===== src/rtl/data_unit_p_if.sv =====
// Data-memory handshake bundle for the YASAC data unit: REQ/ACK with a write
// qualifier, address and both data directions.
`timescale 1ns/1ps
interface data_unit_p_if #(
  parameter int DW = 8,
  parameter int AW = 8
) ();
  logic          MEM_REQ;
  logic          MEM_WR;
  logic [AW-1:0] MEM_ADDR;
  logic [DW-1:0] MEM_WDATA;
  logic [DW-1:0] MEM_RDATA;
  logic          MEM_ACK;

  modport master (
    output MEM_REQ, MEM_WR, MEM_ADDR, MEM_WDATA,
    input  MEM_RDATA, MEM_ACK
  );

  modport slave (
    input  MEM_REQ, MEM_WR, MEM_ADDR, MEM_WDATA,
    output MEM_RDATA, MEM_ACK
  );
endinterface


===== src/rtl/data_unit_p.sv =====
// YASAC data unit: PC, IR, register file, MAR/MDR, status, stack pointer, internal
// bus and a data-memory handshake FSM. Optional define YASAC_SP_GUARD_EN.
`timescale 1ns/1ps
module data_unit_p #(
  parameter int            DW     = 8,
  parameter int            AW     = 8,
  parameter int            NREG   = 8,
  parameter logic [AW-1:0] RAMEND = {AW{1'b1}},
  localparam int           SW     = $clog2(NREG),
  localparam int           IW     = 5 + SW + DW
) (
  input  logic          CLK,
  input  logic          RST,
  output logic [DW-1:0] ALU_A,
  output logic [DW-1:0] ALU_B,
  input  logic [DW-1:0] ALU_R,
  input  logic [7:0]    ALU_ST,
  input  logic          INC_PROGCOUNT,
  input  logic          CLR_PROGCOUNT,
  input  logic          WRITE_PROGCOUNT,
  input  logic          READ_PROGCOUNT,
  input  logic          WRITE_INSTREG,
  input  logic          WRITE_REGS,
  input  logic          USE_IMMEDIATE,
  input  logic          WRITE_MEMADDR,
  input  logic          MEM_START,
  input  logic          MEM_WE,
  input  logic          READ_MEM,
  input  logic          WRITE_STATREG,
  input  logic          CLR_STATBIT,
  input  logic          SET_STATBIT,
  input  logic          PRESET_STACKPTR,
  input  logic          INC_STACKPTR,
  input  logic          DEC_STACKPTR,
  input  logic          READ_STACKPTR,
  output logic [AW-1:0] CODE_ADDR,
  input  logic [IW-1:0] CODE_DATA,
  data_unit_p_if.master mem,
  output logic          MEM_BUSY,
  output logic [4:0]    OPCODE,
  output logic [2:0]    STATUS_SEL,
  output logic [7:0]    STATUS,
  output logic          SP_ERR
);

  typedef enum logic [1:0] {ST_IDLE, ST_WAIT, ST_DONE} state_t;

  state_t        state_q, state_d;
  logic [AW-1:0] pc_q, pc_d;
  logic [AW-1:0] sp_q, sp_d;
  logic [AW-1:0] mar_q, mar_d;
  logic [AW-1:0] mem_addr_q, mem_addr_d;
  logic [IW-1:0] ir_q, ir_d;
  logic [DW-1:0] mdr_q, mdr_d;
  logic [DW-1:0] mem_wdata_q, mem_wdata_d;
  logic [7:0]    stat_q, stat_d;
  logic          mem_req_q, mem_req_d;
  logic          mem_wr_q, mem_wr_d;
  logic [DW-1:0] regs_q [NREG];
  logic [DW-1:0] regs_d [NREG];

  logic [DW-1:0] bus;
  logic [SW-1:0] sel_a;
  logic [SW-1:0] sel_b;
  logic [2:0]    stat_sel;
  logic [DW-1:0] imm;

  // SEL_A and STATUS_SEL share the field right below the opcode.
  assign sel_a    = ir_q[IW-6 -: SW];
  assign sel_b    = ir_q[SW-1:0];
  assign stat_sel = ir_q[IW-6 -: 3];
  assign imm      = ir_q[DW-1:0];

  assign ALU_A      = regs_q[sel_a];
  assign ALU_B      = USE_IMMEDIATE ? imm : regs_q[sel_b];
  assign CODE_ADDR  = pc_q;
  assign OPCODE     = ir_q[IW-1 -: 5];
  assign STATUS_SEL = stat_sel;
  assign STATUS     = stat_q;
  assign MEM_BUSY   = (state_q != ST_IDLE);

  assign mem.MEM_REQ   = mem_req_q;
  assign mem.MEM_WR    = mem_wr_q;
  assign mem.MEM_ADDR  = mem_addr_q;
  assign mem.MEM_WDATA = mem_wdata_q;

  // Address-wide sources are zero-extended or truncated onto the data-wide bus.
  always_comb begin
    bus = ALU_R;
    if (READ_MEM)            bus = mdr_q;
    else if (READ_STACKPTR)  bus = DW'(sp_q);
    else if (READ_PROGCOUNT) bus = DW'(pc_q);
  end

  always_comb begin
    pc_d = pc_q;
    if (CLR_PROGCOUNT)        pc_d = '0;
    else if (INC_PROGCOUNT)   pc_d = pc_q + AW'(1);
    else if (WRITE_PROGCOUNT) pc_d = AW'(bus);
  end

  always_comb begin
    ir_d  = WRITE_INSTREG ? CODE_DATA : ir_q;
    mar_d = WRITE_MEMADDR ? AW'(bus) : mar_q;
  end

  always_comb begin
    regs_d = regs_q;
    if (WRITE_REGS) regs_d[sel_a] = bus;
  end

  always_comb begin
    stat_d = stat_q;
    if (WRITE_STATREG)    stat_d           = ALU_ST;
    else if (CLR_STATBIT) stat_d[stat_sel] = 1'b0;
    else if (SET_STATBIT) stat_d[stat_sel] = 1'b1;
  end

`ifdef YASAC_SP_GUARD_EN
  logic sp_err_q, sp_err_d;

  // Out-of-range moves freeze SP and latch the error until PRESET or reset.
  always_comb begin
    sp_d     = sp_q;
    sp_err_d = sp_err_q;
    if (PRESET_STACKPTR) begin
      sp_d     = RAMEND;
      sp_err_d = 1'b0;
    end else if (INC_STACKPTR) begin
      if (sp_q == RAMEND) sp_err_d = 1'b1;
      else                sp_d     = sp_q + AW'(1);
    end else if (DEC_STACKPTR) begin
      if (sp_q == '0) sp_err_d = 1'b1;
      else            sp_d     = sp_q - AW'(1);
    end
  end

  always_ff @(posedge CLK) begin
    if (RST) sp_err_q <= 1'b0;
    else     sp_err_q <= sp_err_d;
  end

  assign SP_ERR = sp_err_q;
`else
  always_comb begin
    sp_d = sp_q;
    if (PRESET_STACKPTR)   sp_d = RAMEND;
    else if (INC_STACKPTR) sp_d = sp_q + AW'(1);
    else if (DEC_STACKPTR) sp_d = sp_q - AW'(1);
  end

  assign SP_ERR = 1'b0;
`endif

  // Request and its qualifiers are captured once in IDLE and frozen until ACK.
  always_comb begin
    state_d     = state_q;
    mem_req_d   = mem_req_q;
    mem_wr_d    = mem_wr_q;
    mem_addr_d  = mem_addr_q;
    mem_wdata_d = mem_wdata_q;
    mdr_d       = mdr_q;
    case (state_q)
      ST_IDLE: begin
        if (MEM_START) begin
          mem_addr_d  = mar_q;
          mem_wr_d    = MEM_WE;
          mem_wdata_d = bus;
          mem_req_d   = 1'b1;
          state_d     = ST_WAIT;
        end
      end
      ST_WAIT: begin
        if (mem.MEM_ACK) begin
          if (!mem_wr_q) mdr_d = mem.MEM_RDATA;
          mem_req_d = 1'b0;
          state_d   = ST_DONE;
        end
      end
      ST_DONE: state_d = ST_IDLE;
      default: begin
        state_d   = ST_IDLE;
        mem_req_d = 1'b0;
      end
    endcase
  end

  always_ff @(posedge CLK) begin
    if (RST) begin
      state_q     <= ST_IDLE;
      pc_q        <= '0;
      sp_q        <= RAMEND;
      ir_q        <= '0;
      mar_q       <= '0;
      mdr_q       <= '0;
      stat_q      <= '0;
      mem_req_q   <= 1'b0;
      mem_wr_q    <= 1'b0;
      mem_addr_q  <= '0;
      mem_wdata_q <= '0;
      for (int i = 0; i < NREG; i++) regs_q[i] <= '0;
    end else begin
      state_q     <= state_d;
      pc_q        <= pc_d;
      sp_q        <= sp_d;
      ir_q        <= ir_d;
      mar_q       <= mar_d;
      mdr_q       <= mdr_d;
      stat_q      <= stat_d;
      mem_req_q   <= mem_req_d;
      mem_wr_q    <= mem_wr_d;
      mem_addr_q  <= mem_addr_d;
      mem_wdata_q <= mem_wdata_d;
      regs_q      <= regs_d;
    end
  end

endmodule


===== src/flat_wrapper.sv =====
// flat-port wrapper written by rule: the top's interface ports become plain ports
module data_unit_p_flat 
#(
  parameter int            DW     = 8,
  parameter int            AW     = 8,
  parameter int            NREG   = 8,
  parameter logic [AW-1:0] RAMEND = {AW{1'b1}},
  localparam int           SW     = $clog2(NREG),
  localparam int           IW     = 5 + SW + DW
)
  (CLK, RST, ALU_A, ALU_B, ALU_R, ALU_ST, INC_PROGCOUNT, CLR_PROGCOUNT, WRITE_PROGCOUNT, READ_PROGCOUNT, WRITE_INSTREG, WRITE_REGS, USE_IMMEDIATE, WRITE_MEMADDR, MEM_START, MEM_WE, READ_MEM, WRITE_STATREG, CLR_STATBIT, SET_STATBIT, PRESET_STACKPTR, INC_STACKPTR, DEC_STACKPTR, READ_STACKPTR, CODE_ADDR, CODE_DATA, MEM_BUSY, OPCODE, STATUS_SEL, STATUS, SP_ERR, mem_MEM_REQ, mem_MEM_WR, mem_MEM_ADDR, mem_MEM_WDATA, mem_MEM_RDATA, mem_MEM_ACK);
  data_unit_p_if #(.DW(DW), .AW(AW)) mem_i ();
  input  logic CLK;
  input  logic RST;
  output logic [DW-1:0] ALU_A;
  output logic [DW-1:0] ALU_B;
  input  logic [DW-1:0] ALU_R;
  input  logic [7:0] ALU_ST;
  input  logic INC_PROGCOUNT;
  input  logic CLR_PROGCOUNT;
  input  logic WRITE_PROGCOUNT;
  input  logic READ_PROGCOUNT;
  input  logic WRITE_INSTREG;
  input  logic WRITE_REGS;
  input  logic USE_IMMEDIATE;
  input  logic WRITE_MEMADDR;
  input  logic MEM_START;
  input  logic MEM_WE;
  input  logic READ_MEM;
  input  logic WRITE_STATREG;
  input  logic CLR_STATBIT;
  input  logic SET_STATBIT;
  input  logic PRESET_STACKPTR;
  input  logic INC_STACKPTR;
  input  logic DEC_STACKPTR;
  input  logic READ_STACKPTR;
  output logic [AW-1:0] CODE_ADDR;
  input  logic [IW-1:0] CODE_DATA;
  output logic MEM_BUSY;
  output logic [4:0] OPCODE;
  output logic [2:0] STATUS_SEL;
  output logic [7:0] STATUS;
  output logic SP_ERR;
  output wire logic [$bits(mem_i.MEM_REQ)-1:0] mem_MEM_REQ;
  output wire logic [$bits(mem_i.MEM_WR)-1:0] mem_MEM_WR;
  output wire logic [$bits(mem_i.MEM_ADDR)-1:0] mem_MEM_ADDR;
  output wire logic [$bits(mem_i.MEM_WDATA)-1:0] mem_MEM_WDATA;
  input wire logic [$bits(mem_i.MEM_RDATA)-1:0] mem_MEM_RDATA;
  input wire logic [$bits(mem_i.MEM_ACK)-1:0] mem_MEM_ACK;
  assign mem_MEM_REQ = mem_i.MEM_REQ;
  assign mem_MEM_WR = mem_i.MEM_WR;
  assign mem_MEM_ADDR = mem_i.MEM_ADDR;
  assign mem_MEM_WDATA = mem_i.MEM_WDATA;
  assign mem_i.MEM_RDATA = mem_MEM_RDATA;
  assign mem_i.MEM_ACK = mem_MEM_ACK;
  data_unit_p #(.DW(DW), .AW(AW), .NREG(NREG), .RAMEND(RAMEND)) u_core (.CLK(CLK), .RST(RST), .ALU_A(ALU_A), .ALU_B(ALU_B), .ALU_R(ALU_R), .ALU_ST(ALU_ST), .INC_PROGCOUNT(INC_PROGCOUNT), .CLR_PROGCOUNT(CLR_PROGCOUNT), .WRITE_PROGCOUNT(WRITE_PROGCOUNT), .READ_PROGCOUNT(READ_PROGCOUNT), .WRITE_INSTREG(WRITE_INSTREG), .WRITE_REGS(WRITE_REGS), .USE_IMMEDIATE(USE_IMMEDIATE), .WRITE_MEMADDR(WRITE_MEMADDR), .MEM_START(MEM_START), .MEM_WE(MEM_WE), .READ_MEM(READ_MEM), .WRITE_STATREG(WRITE_STATREG), .CLR_STATBIT(CLR_STATBIT), .SET_STATBIT(SET_STATBIT), .PRESET_STACKPTR(PRESET_STACKPTR), .INC_STACKPTR(INC_STACKPTR), .DEC_STACKPTR(DEC_STACKPTR), .READ_STACKPTR(READ_STACKPTR), .CODE_ADDR(CODE_ADDR), .CODE_DATA(CODE_DATA), .mem(mem_i), .MEM_BUSY(MEM_BUSY), .OPCODE(OPCODE), .STATUS_SEL(STATUS_SEL), .STATUS(STATUS), .SP_ERR(SP_ERR));
endmodule

===== config.mk =====
export PLATFORM = sky130hd
export DESIGN_NAME = data_unit_p_flat
export DESIGN_NICKNAME = d
export VERILOG_FILES = /design/src/rtl/data_unit_p_if.sv /design/src/rtl/data_unit_p.sv /design/src/flat_wrapper.sv
export SDC_FILE = /design/constraint.sdc
export NUM_CORES = 1
export LEC_CHECK = 0
export CORE_MARGIN = 2
export CORE_UTILIZATION = 58
export CTS_CLUSTER_SIZE = 12
export DETAILED_ROUTE_END_ITERATION = 6
export HOLD_SLACK_MARGIN = 0.03
export PLACE_DENSITY = 0.95
export SLEW_MARGIN = 5
export SYNTH_ARGS = -nofsm -noshare
export SYNTH_HDL_FRONTEND = slang
export SYNTH_SLANG_ARGS = --single-unit
export TNS_END_PERCENT = 10

===== constraint.sdc =====
create_clock -name CLK -period 4.45 [get_ports CLK]
set_clock_uncertainty 0.2 [all_clocks]
set_input_delay 0.6675 -clock CLK [delete_from_list [all_inputs] [get_ports CLK]]
set_output_delay 0.6675 -clock CLK [all_outputs]
set_load 0.005 [all_outputs]

### After elaboration in Yosys (flattened, before gate mapping)

Cells that the tools add are included.

* flip-flop bits (word level): 140
* bits in latches: 0
* bits in writable memories: 0
* ROM bits: 0
* bits of input ports: 61
* output and inout bits: 60
* logic and storage cells: 79
* memories kept: 0

* $add $sub $neg: 3
* multiply operators: 0
* divide/modulo/power cells: 0
* $lt $le $gt $ge: 5
* eq/ne operators: 4
* shift-type cells: 0
* mux-type cells: 28
* bitwise logic cells: 7
* reduce and logical (&&, ||, !) cells: 13

Operators by type and width (number)
* $mux W8: 16
* $bwmux W64: 1
* $bmux W8 S3: 2
* $demux W8 S3: 1
* $add A8 B1 Y8 const B: 2
* $and A8 B8 Y8: 1
* $ge A4 B4 Y1 const B: 2
* $not A3 Y4: 2
* $not A8 Y8: 1
* $or A8 B8 Y8: 1
* $sub A8 B1 Y8 const B: 1
* $reduce_and A3 Y1: 2
* $reduce_bool A2 Y1: 3
* $lt A3 B4 Y1 const B: 1
* $lt A4 B1 Y1 const B: 1
* $mux W2: 2
* $ne A2 B2 Y1 const B: 2
* $pmux W2 S2: 1
* $reduce_and A2 Y1: 2
* $reduce_or A2 Y1: 2
* $demux W1 S3: 1
* $ge A3 B1 Y1 const B: 1
* $mux W1: 3
* $pmux W1 S3: 1
* 6 further kinds: 8

### Longest topological paths before layout

* word-level depth: 8
* gate-level depth with buffers: 7

### Worst setup path before layout

OpenSTA, ideal clock, no wires.

* path type: in2reg
* start: in INC_STACKPTR
* end: reg u_core.sp_q[7]
* arrival: 1928 ps
* required time: 4121 ps
* path slack: 2193 ps
* stages: 7
* buffers on the path: 0
* path through: inv_1 ha_1 a21o_1 a31o_2 a21oi_1 and4_1 a211oi_1

* longest elaborated chain between the ends: 1
* elaborated cells on any way between the ends: 2
* classes of those cells: mux (1); reduce/logical (1)

Ends and longest elaborated chain
* start, declared: RTL line flat_wrapper.sv:34 `input logic INC_STACKPTR;`
* $mux W8 or $reduce_bool A2 Y1 (tied branches)
* end signal, assigned: RTL line data_unit_p.sv:205 `sp_q <= sp_d;`
* end, declared: RTL line data_unit_p.sv:50 `logic [AW-1:0] sp_q, sp_d;`

Several ways; a longest one is shown, not always the timed one.
A chain may end at the register's enable or synchronous reset.

### Worst setup path in the final report

* start: reg u_core.ir_q[10]
* end: out ALU_A[0]

* longest elaborated chain between the ends: 4

Ends and longest elaborated chain
* start, declared: RTL line data_unit_p.sv:53 `logic [IW-1:0] ir_q, ir_d;`
* start signal, assigned: RTL line data_unit_p.sv:206 `ir_q <= ir_d;`
* $not A3 Y4 (implied by the code): RTL line data_unit_p.sv:74 `assign ALU_A = regs_q[sel_a];`
* $bmux W8 S3: RTL line data_unit_p.sv:74
* $mux W8 (implied by the code) (2 in a row): RTL line data_unit_p.sv:74
* end, declared: RTL line flat_wrapper.sv:15 `output logic [DW-1:0] ALU_A;`

No other way between the ends. The select of a mux whose other input is x is not followed.

==> impl_results.md <==
- Max stage delay cell, worst path: dfxtp_1
- Fill cells: 791
- R2R depth: 5
- Mapped cell area: 7180 µm²
- CTS tree: yes
- Total grt overflow: 0
- Cts hold-fix bufs: 0
- Starting density of the core: 59.5%
- Via count: 6,298
- Non-filler cells in the finished layout: 1,011
- DRC violations left: 0
- P per Cell Area: 400 nW/µm²
- Root Buffer: clkbuf_16
- Final setup vio count: 0
- Share of flip-flops with an asynchronous set or reset: 0%
- Largest stage delay, worst path: 930 ps
- Dpl hpwl: 12,500 µm
- Synth area leader: dfxtp_1
- Cells along the critical path: buf_4, mux2_2, a22oi_1, o221ai_1, clkdlybuf4s50_1
- Synth cell types: 67
- Post_cts resized: 0
- Global Route Usage Sum: 29.9%
- Setup Crit Path Kind: register to output port
- Final wirelength: 19,300 µm
- CP arrival: 2970 ps
- Synth warnings: 0
- Layout Area Growth over Synthesis: 23.0%
- RSZ-0062 raised after global routing: false
- DR WL/cell: 19.1 µm
- CTS Sinks: 140
- Row cnt: 40
- First-pass GRT wire length: 30,900 µm
- Worst rel slew slack: 29.6%
- Ys flop type: dfxtp_1
- Tmin final: 3840 ps
- Run status: finished, final reports clean
- FMAX: 261 MHz
- Longest Clk Path Bufs: 2
- Final instance area: 8830 µm²
- Initial antenna violation count: 0
- Number of synthesized flops with an enable pin: 0
- Crit. End Element: output port
- Post-CTS Setup Repair Bufs: 0
- Vias per cell: 6.23
- I/O Buffers: 119
- Worst Path Required: 3580 ps
- Placed cells: 979
- CTS H-tree lvls: 4
- Die Width: 115 µm
- Drt initial violations: 638
- N_diodes: 0
- Core ar.: 12,100 µm²
- Number of global-route vias before repair: 6,155
- Pin count of the biggest net entering global routing: 81
- Routability congestion estimate: 0.886
- 1st-pass router iterations: 7
- Startpoint types: register
- WHS Path Cells: 2
- # IOs: 121
- Fraction of final layout cells sized beyond drive strength 1: 14.6%
- Final Cycle Share: 86.2%
- Post-synthesis sequential area ratio: 39.0%
- Flops & latches, synth: 140
- Tot Pwr: 3530 µW
- Mapped Cells: 756
- Nets: 899
- Crit-path max FO: 22
- Total die area: 13,300 µm²
- Clk_lat worst skew: 430 ps
- Placed Area: 8150 µm²
- CTS buffer count: 17
- Final Max Slew Viols: 0
- Clock Pin Slew Worst Setup and Hold Paths: 60 ps
- Setup TNS Final: 0 ps
- Mean post-synth cell area: 9.50 µm²
- Chip Height: 115 µm
- Worst-Margin Slew: 1030 ps
- VDD IR max: 0.254 mV
- Routed Antenna Nets: 0
- Synth area leaders: dfxtp_1 (39%), mux4_2 (6.6%), nor2_1 (6.6%), a211oi_2 (6.4%), mux2i_1 (6.0%)
- Syn Nets: 825
- Static Leak: 0.00312 µW
- Synth top area share: 39.0%
- Max cap viols: 0
- Type of the most critical hold path: register to register
- Count of final hold-check violations: 0
==> per-layer routing <==
metal | vias up | wire length [µm] | track usage, %
li1 | 2875 | - | -
met1 | 2990 | 7270 | 35.0
met2 | 349 | 9690 | 51.9
met3 | 84 | 1710 | 6.54
met4 | 0 | 673 | 14.8
met5 | - | 0 | 0
==> worst max-delay path: cells and delay by family, from the launching register on <==
kind | cells | cell delay [ps]
flip-flops | 1 | 930
AO/OA/AOI/OAI | 2 | 380
multiplexers | 1 | 360
buffers and inverters | 2 | 860
==> Yosys cell counts (5+ instances only) <==
library cell	n
dfxtp_1	140
nor2_1	126
nand2_1	71
a211oi_1	49
mux2i_1	43
a211oi_2	37
a21oi_1	32
buf_2	21
mux4_2	21
buf_6	16
buf_4	15
clkbuf_1	14
o21ai_0	14
inv_1	11
a221oi_1	8
nand3_1	8
ha_1	7
nor2b_1	7
o21ai_1	7
and3_1	6
o211ai_1	6
o22ai_1	6
a21oi_2	5
buf_1	5
mux2_2	5
==> layout make-up <==
| type | count | area, µm² | area share (%) |
|---|---|---|---|
| flip-flops and latches | 140 | 2800 | 31.7 |
| well taps | 168 | 210 | 2.38 |
| multi-input cells | 533 | 3850 | 43.6 |
| clock buffers | 23 | 478 | 5.41 |
| clock inverters | 9 | 205 | 2.32 |
| inverters | 11 | 41.3 | 0.467 |
| repair buffers | 127 | 1250 | 14.1 |
==> worst paths after layout <==
| kind | start | endpoint | slack, ps |
|---|---|---|---|
| max reg2reg | u_core.ir_q[10] | u_core.regs_q[4] | 1610 |
| max | u_core.ir_q[10] | ALU_A[0] | 610 |
| min | u_core.mar_q[7] | u_core.mem.MEM_ADDR[7] | 260 |
| min reg2reg | u_core.mar_q[7] | u_core.mem.MEM_ADDR[7] | 260 |
==> state kept, by name, indices dropped and copies added (netlist names), named ones only <==
register / flops
u_core.mem.MEM_WR: 1
u_core.mem.MEM_REQ: 1
u_core.ir_q: 16
u_core.mem.MEM_ADDR: 8
u_core.sp_q: 8
u_core.regs_q: 64
u_core.CODE_ADDR: 8
u_core.state_q: 2
u_core.mar_q: 8
u_core.mdr_q: 8
u_core.mem.MEM_WDATA: 8
==> cell usage in the layout (no fill, tap or decap), types with 4 or more instances in the layout <==
| cell | instances |
|---|---|
| o21a_1 | 4 |
| and3_1 | 6 |
| nor2_4 | 4 |
| a211oi_1 | 49 |
| nor2_1 | 126 |
| clkbuf_16 | 17 |
| nand2_1 | 71 |
| o21ai_1 | 7 |
| a221oi_1 | 8 |
| mux4_2 | 21 |
| nand3_1 | 8 |
| bufinv_16 | 6 |
| ha_1 | 7 |
| mux2_2 | 5 |
| a31oi_1 | 4 |
| o21ai_0 | 14 |
| clkdlybuf4s50_1 | 118 |
| mux2i_1 | 43 |
| a21oi_2 | 5 |
| dfxtp_1 | 140 |
| buf_4 | 9 |
| a21oi_1 | 32 |
| nor2b_1 | 7 |
| o22ai_1 | 6 |
| inv_1 | 11 |
| o211ai_1 | 6 |
| a211oi_2 | 37 |
==> report_power, final <==
| group | total [µW] | leakage (µW) | switching, µW | internal (µW) |
|---|---|---|---|---|
| Clock | 1640 | 0.000329 | 544 | 1100 |
| Sequential | 1380 | 0.00114 | 61.8 | 1310 |
| Combinational | 509 | 0.00164 | 260 | 249 |
| Total | 3530 | 0.00312 | 866 | 2660 |
==> through the flow <==
step                      utilization [%]  hold WS (ps)  setup WS, ps
after floorplan                         -           232          2190
final                                73.2           262           614
after global placement               67.6           243          1200
after global routing                 73.2           276           518
after CTS                            73.2           262           631
after detailed placement             67.6           246          1160
==> cell families after synthesis <==
| kind of cell | count (synthesis) | synth area share (%) |
|---|---|---|
| other | 1 | 0.0522 |
| buffers and inverters | 83 | 7.39 |
| DFF | 140 | 39.0 |
| muxes | 72 | 13.8 |
| AOI/OAI and AO/OA | 194 | 21.4 |
| adders and majority gates | 8 | 1.50 |
| and+or+nand+nor | 254 | 16.4 |
| xor gates and xnor gates | 4 | 0.488 |
Power figures use the tool's default switching activity.
